[src/rtl/microseq_pkg.sv]
// Shared encodings for the microsequencer: next-state modes, condition sources,
// well-known microstates and the STRB start states produced by the encoder.
package microseq_pkg;

    typedef enum logic [2:0] {
        N_ENCODE    = 3'b000,
        N_INIT      = 3'b001,
        N_CR        = 3'b010,
        N_INCR      = 3'b011,
        N_C_ENC_CR  = 3'b100,
        N_C_CR_INCR = 3'b101,
        N_C_CR_ENC  = 3'b110,
        N_RESERVED  = 3'b111
    } n_mode_e;

    typedef enum logic [1:0] {
        S_MOC   = 2'b00,
        S_COND  = 2'b01,
        S_IR_L  = 2'b10,
        S_ZERO  = 2'b11
    } s_src_e;

    localparam int INIT_STATE  = 0;
    localparam int FETCH_STATE = 1;
    localparam int TRAP_STATE  = 5;

    // STRB start states, named by indexing (PRE/POST) and offset kind (I bit).
    localparam int STRB_PRE_IMM    = 20;
    localparam int STRB_PRE_REG    = 24;
    localparam int STRB_PRE_WB_IMM = 28;
    localparam int STRB_PRE_WB_REG = 32;
    localparam int STRB_POST_IMM   = 36;
    localparam int STRB_POST_REG   = 40;

    function automatic logic is_strb(input logic [31:0] ir);
        return (ir[27:26] == 2'b01) && !ir[20] && ir[22];
    endfunction

endpackage

[src/rtl/instruction_encoder.sv]
// Combinational decode of the instruction register into a microprogram start
// state; only single data transfer store-byte is recognised.
module instruction_encoder
    import microseq_pkg::*;
#(
    parameter int STATE_W         = 10,
    parameter int FETCH_STATE_DEF = microseq_pkg::FETCH_STATE
) (
    input  logic [31:0]        ir_i,
    output logic [STATE_W-1:0] start_state_o,
    output logic               recognised_o
);

    logic immBit;
    logic preBit;
    logic wbBit;

    assign immBit = ir_i[25];
    assign preBit = ir_i[24];
    assign wbBit  = ir_i[21];

    // Post-indexed forms always write back, so W is a don't-care when P=0.
    always_comb begin
        recognised_o  = is_strb(ir_i);
        start_state_o = STATE_W'(FETCH_STATE_DEF);
        if (recognised_o) begin
            if (!preBit) begin
                start_state_o = immBit ? STATE_W'(STRB_POST_REG)
                                       : STATE_W'(STRB_POST_IMM);
            end else if (!wbBit) begin
                start_state_o = immBit ? STATE_W'(STRB_PRE_REG)
                                       : STATE_W'(STRB_PRE_IMM);
            end else begin
                start_state_o = immBit ? STATE_W'(STRB_PRE_WB_REG)
                                       : STATE_W'(STRB_PRE_WB_IMM);
            end
        end
    end

    logic unused_ir;
    assign unused_ir = ^{ir_i[31:28], ir_i[23], ir_i[19:0]};

endmodule

[src/rtl/microsequencer.sv]
// Next-state selection and state/incrementer registers of the microprogrammed
// control unit. Define MICROSEQ_ILLEGAL_TRAP_EN to enable the illegal-instruction trap.
module microsequencer
    import microseq_pkg::*;
#(
    parameter int STATE_W     = 10,
    parameter int CR_W        = 6,
    parameter int INIT_STATE  = microseq_pkg::INIT_STATE,
    parameter int FETCH_STATE = microseq_pkg::FETCH_STATE,
    parameter int TRAP_STATE  = microseq_pkg::TRAP_STATE
) (
    input  logic               clk,
    input  logic               reset_n,
    input  logic [2:0]         n,
    input  logic               inv,
    input  logic [1:0]         s,
    input  logic [CR_W-1:0]    cr,
    input  logic [31:0]        ir,
    input  logic               moc,
    input  logic               cond_true,
    output logic [STATE_W-1:0] state,
    output logic               illegal
);

    logic [STATE_W-1:0] state_q, state_d;
    logic [STATE_W-1:0] incr_q, incr_d;
    logic [STATE_W-1:0] encStart;
    logic [STATE_W-1:0] encState;
    logic [STATE_W-1:0] crState;
    logic [STATE_W-1:0] modeState;
    logic               encRecognised;
    logic               condSel;
    logic               cond;
    logic               trapHold;
    n_mode_e            mode;
    s_src_e             src;

    instruction_encoder #(
        .STATE_W         (STATE_W),
        .FETCH_STATE_DEF (FETCH_STATE)
    ) u_encoder (
        .ir_i          (ir),
        .start_state_o (encStart),
        .recognised_o  (encRecognised)
    );

    assign mode    = n_mode_e'(n);
    assign src     = s_src_e'(s);
    assign crState = STATE_W'(cr);

    always_comb begin
        condSel = 1'b0;
        case (src)
            S_MOC:   condSel = moc;
            S_COND:  condSel = cond_true;
            S_IR_L:  condSel = ir[20];
            default: condSel = 1'b0;
        endcase
    end

    assign cond = condSel ^ inv;

`ifdef MICROSEQ_ILLEGAL_TRAP_EN
    logic illegal_q, illegal_d;

    assign encState = encRecognised ? encStart : STATE_W'(TRAP_STATE);
    assign trapHold = (state_q == STATE_W'(TRAP_STATE));

    always_comb begin
        illegal_d = illegal_q;
        if (state_d == STATE_W'(TRAP_STATE)) begin
            illegal_d = 1'b1;
        end
    end

    always_ff @(posedge clk or negedge reset_n) begin
        if (!reset_n) begin
            illegal_q <= 1'b0;
        end else begin
            illegal_q <= illegal_d;
        end
    end

    assign illegal = illegal_q;
`else
    assign encState = encStart;
    assign trapHold = 1'b0;
    assign illegal  = 1'b0;

    logic unused_trap;
    assign unused_trap = encRecognised ^ (TRAP_STATE != 0);
`endif

    // Unused mode codes fall back to Init so the sequencer never wanders.
    always_comb begin
        modeState = STATE_W'(INIT_STATE);
        case (mode)
            N_ENCODE:    modeState = encState;
            N_INIT:      modeState = STATE_W'(INIT_STATE);
            N_CR:        modeState = crState;
            N_INCR:      modeState = incr_q;
            N_C_ENC_CR:  modeState = cond ? encState : crState;
            N_C_CR_INCR: modeState = cond ? crState : incr_q;
            N_C_CR_ENC:  modeState = cond ? crState : encState;
            default:     modeState = STATE_W'(INIT_STATE);
        endcase
        state_d = trapHold ? state_q : modeState;
        incr_d  = state_d + STATE_W'(1);
    end

    always_ff @(posedge clk or negedge reset_n) begin
        if (!reset_n) begin
            state_q <= STATE_W'(INIT_STATE);
            incr_q  <= STATE_W'(INIT_STATE + 1);
        end else begin
            state_q <= state_d;
            incr_q  <= incr_d;
        end
    end

    assign state = state_q;

endmodule

[config.mk]
export PLATFORM = sky130hd
export DESIGN_NAME = microsequencer
export DESIGN_NICKNAME = d
export VERILOG_FILES = /design/src/rtl/microseq_pkg.sv /design/src/rtl/instruction_encoder.sv /design/src/rtl/microsequencer.sv
export SDC_FILE = /design/constraint.sdc
export NUM_CORES = 1
export LEC_CHECK = 0
export BUFFER_PORTS_ARGS = -buffer_cell sky130_fd_sc_hd__buf_4
export CAP_MARGIN = 20
export CORE_MARGIN = 1.5
export CORE_UTILIZATION = 52
export DETAILED_ROUTE_END_ITERATION = 8
export HOLD_SLACK_MARGIN = 0.05
export PLACE_DENSITY = 0.92
export SYNTH_ARGS = -nofsm -noshare
export SYNTH_HDL_FRONTEND = slang
export SYNTH_HIERARCHICAL = 1
export SYNTH_SLANG_ARGS = --single-unit
[constraint.sdc]
create_clock -name clk -period 2.5 [get_ports clk]
set_input_delay 0.25 -clock clk [delete_from_list [all_inputs] [get_ports clk]]
set_output_delay 0.25 -clock clk [all_outputs]
set_load 0.03 [all_outputs]
==> out/summary.txt <==
Initial DRT Pass Iterations: 4
Synth Area per Inst: 8.834 um2
CP arrival: 2.36 ns
DIE AREA: 3148 um2
Placed cell count: 231
Clk buf depth: 2
Synth warn: 6
Setup_tns: 0 ns
Vias in the first global route: 1322
Hold depth: 3
Clk pin slew, worst setup/hold paths: 0.10 ns
Min-Delay Path Class: in -> reg
Initial DRC count: 63
Setup repair after global routing missed its margin: no
Io pins: 59
Largest net degree at the start of global routing: 21
Critical path peak fanout: 9
CTS tree: done
FF-to-FF setup slack: 0.72 ns
GRT Total Usage: 22.25%
Outcome: finished, final reports clean
Initial antenna violation count: 0
Final Hold Fails: 0
Most common cell after layout, fill and taps aside: buf_4
CP startpoint kind: input pin
Pwr dens: 483.9 nW/um2
Drt total wl: 3235 um
Fillers: 230
Layout Cells excl Fill: 236
Die width: 56.11 um
Setup bufs post-CTS: 0
Period minus WS final: 2.185 ns
Setup ws final: 0.3152 ns
Routed vias/inst: 5.864
Routed wire length per instance: 13.71 um
Worst-skew pair later-pin latency: 0.30 ns
Remaining DRCs: 0
Tcrit/Tclk final: 87.39%
Rows: 19
Area of the core: 2710 um2
Hold slack: 0.2948 ns
Area Overhead vs Synth: 24.23%
# setup viols final: 0
Clock root buffer: clkbuf_4
Pre-CTS WS: 0.01977 ns
CP required: 2.68 ns
Number of cells produced by synthesis: 166
Final antenna-violating net count: 0
Num CTS Buffers: 3
Reg-to-reg endpoint: incr_q[8]$_DFF_PN0_
Clk sinks: 20
Post-synthesis cell area: 1466 um2
Layout Skew: 0.001807 ns
R2r startpoint: incr_q[1]$_DFF_PN0_
Setup CP Type: in -> reg
Fmax: 457.7 MHz
H-tree levels: 1
Peak supply drop: 0.5683 mV
IO buf count: 32
Cells on worst reg2reg path: 7
DPL Wire Length: 2495 um
Total vias in the final route: 1384
Height of the die: 56.11 um
Worst hold endpoint: state[1]$_DFF_PN0_
Slew Limit Fails: 0
GR Overflow Total: 0
Commonest non-fill, non-tap cells in the layout: 45 x buf_4, 22 x nor2_1, 19 x dfrtp_1, 14 x nand2_1, 8 x a22oi_1
First-pass GRT wire length: 5575 um
Worst setup EP type: flop
GPL Wtd Cong: 0.8209
Leakage power: 0.8489 nW
Diode count: 0
Share of cells above drive strength 1: 30.24%
Initial Utilization: 54.11%
Nets: 256
MaxCap Viol Count: 0
Worst min-delay path startpoint: cr[1]
## layer usage
layer / share of wire [%] / global-route usage (%) / up-vias
li1: - / - / 662
met1: 43 / 29.47 / 663
met2: 49 / 34.62 / 49
met3: 5.2 / 2.791 / 10
met4: 2.6 / 13.61 / 0
met5: 0 / 0 / -
## state kept, by name (all words and copies together) (netlist names)
name	cells
incr_q	10
state	10
## power by group
group / leakage, nW / switching, W / internal [W]
clock: 0.0210 / 0.0000909 / 0.0000890
combinational: 0.576 / 0.000179 / 0.000139
sequential: 0.252 / 0.0000167 / 0.000368
## critical path, stage by stage
cell      delay (ns)
buf_4           0.12
mux2_4          0.33
a22o_1          0.22
buf_4           0.17
nor3_1          0.28
a32oi_1         0.08
o211ai_1        0.17
ha_1            0.26
and2_1          0.20
nand3b_1        0.13
xnor2_1         0.15
## through the flow
stage	utilization (%)	cell area, um2	total power, W
after floorplan	-	1481	0.0005843
after global placement	65.51	1775	0.0006949
after detailed placement	65.51	1775	0.0007039
after CTS	67.22	1822	0.0008866
after global routing	67.22	1822	0.0009327
final	67.22	1822	0.0008815
## worst max path at each step
stage,start,end
2_1_floorplan,s[1],incr_q[6]$_DFF_PN0_
3_3_place_gp,s[1],incr_q[6]$_DFF_PN0_
3_5_place_dp,s[1],incr_q[9]$_DFF_PN0_
4_1_cts,s[1],incr_q[8]$_DFF_PN0_
5_1_grt,s[1],incr_q[8]$_DFF_PN0_
6_report,s[1],incr_q[8]$_DFF_PN0_
## area by class of cell
type	count	area (um2)	share of cell area (%)
repair buffers	46	347.8	19.09
inverters	6	22.52	1.236
well taps	31	38.79	2.129
flip-flops and latches	20	501.7	27.54
clock buffers	4	36.28	1.992
multi-input cells	129	874.6	48.01
## repair_timing
item                                   in CTS  in global routing
endpoints found under the hold margin      20                  0
setup endpoints to repair                   0                  0
gates resized for setup                     0                  0
hold buffers                                1                  0
Power figures use the tool's default switching activity.
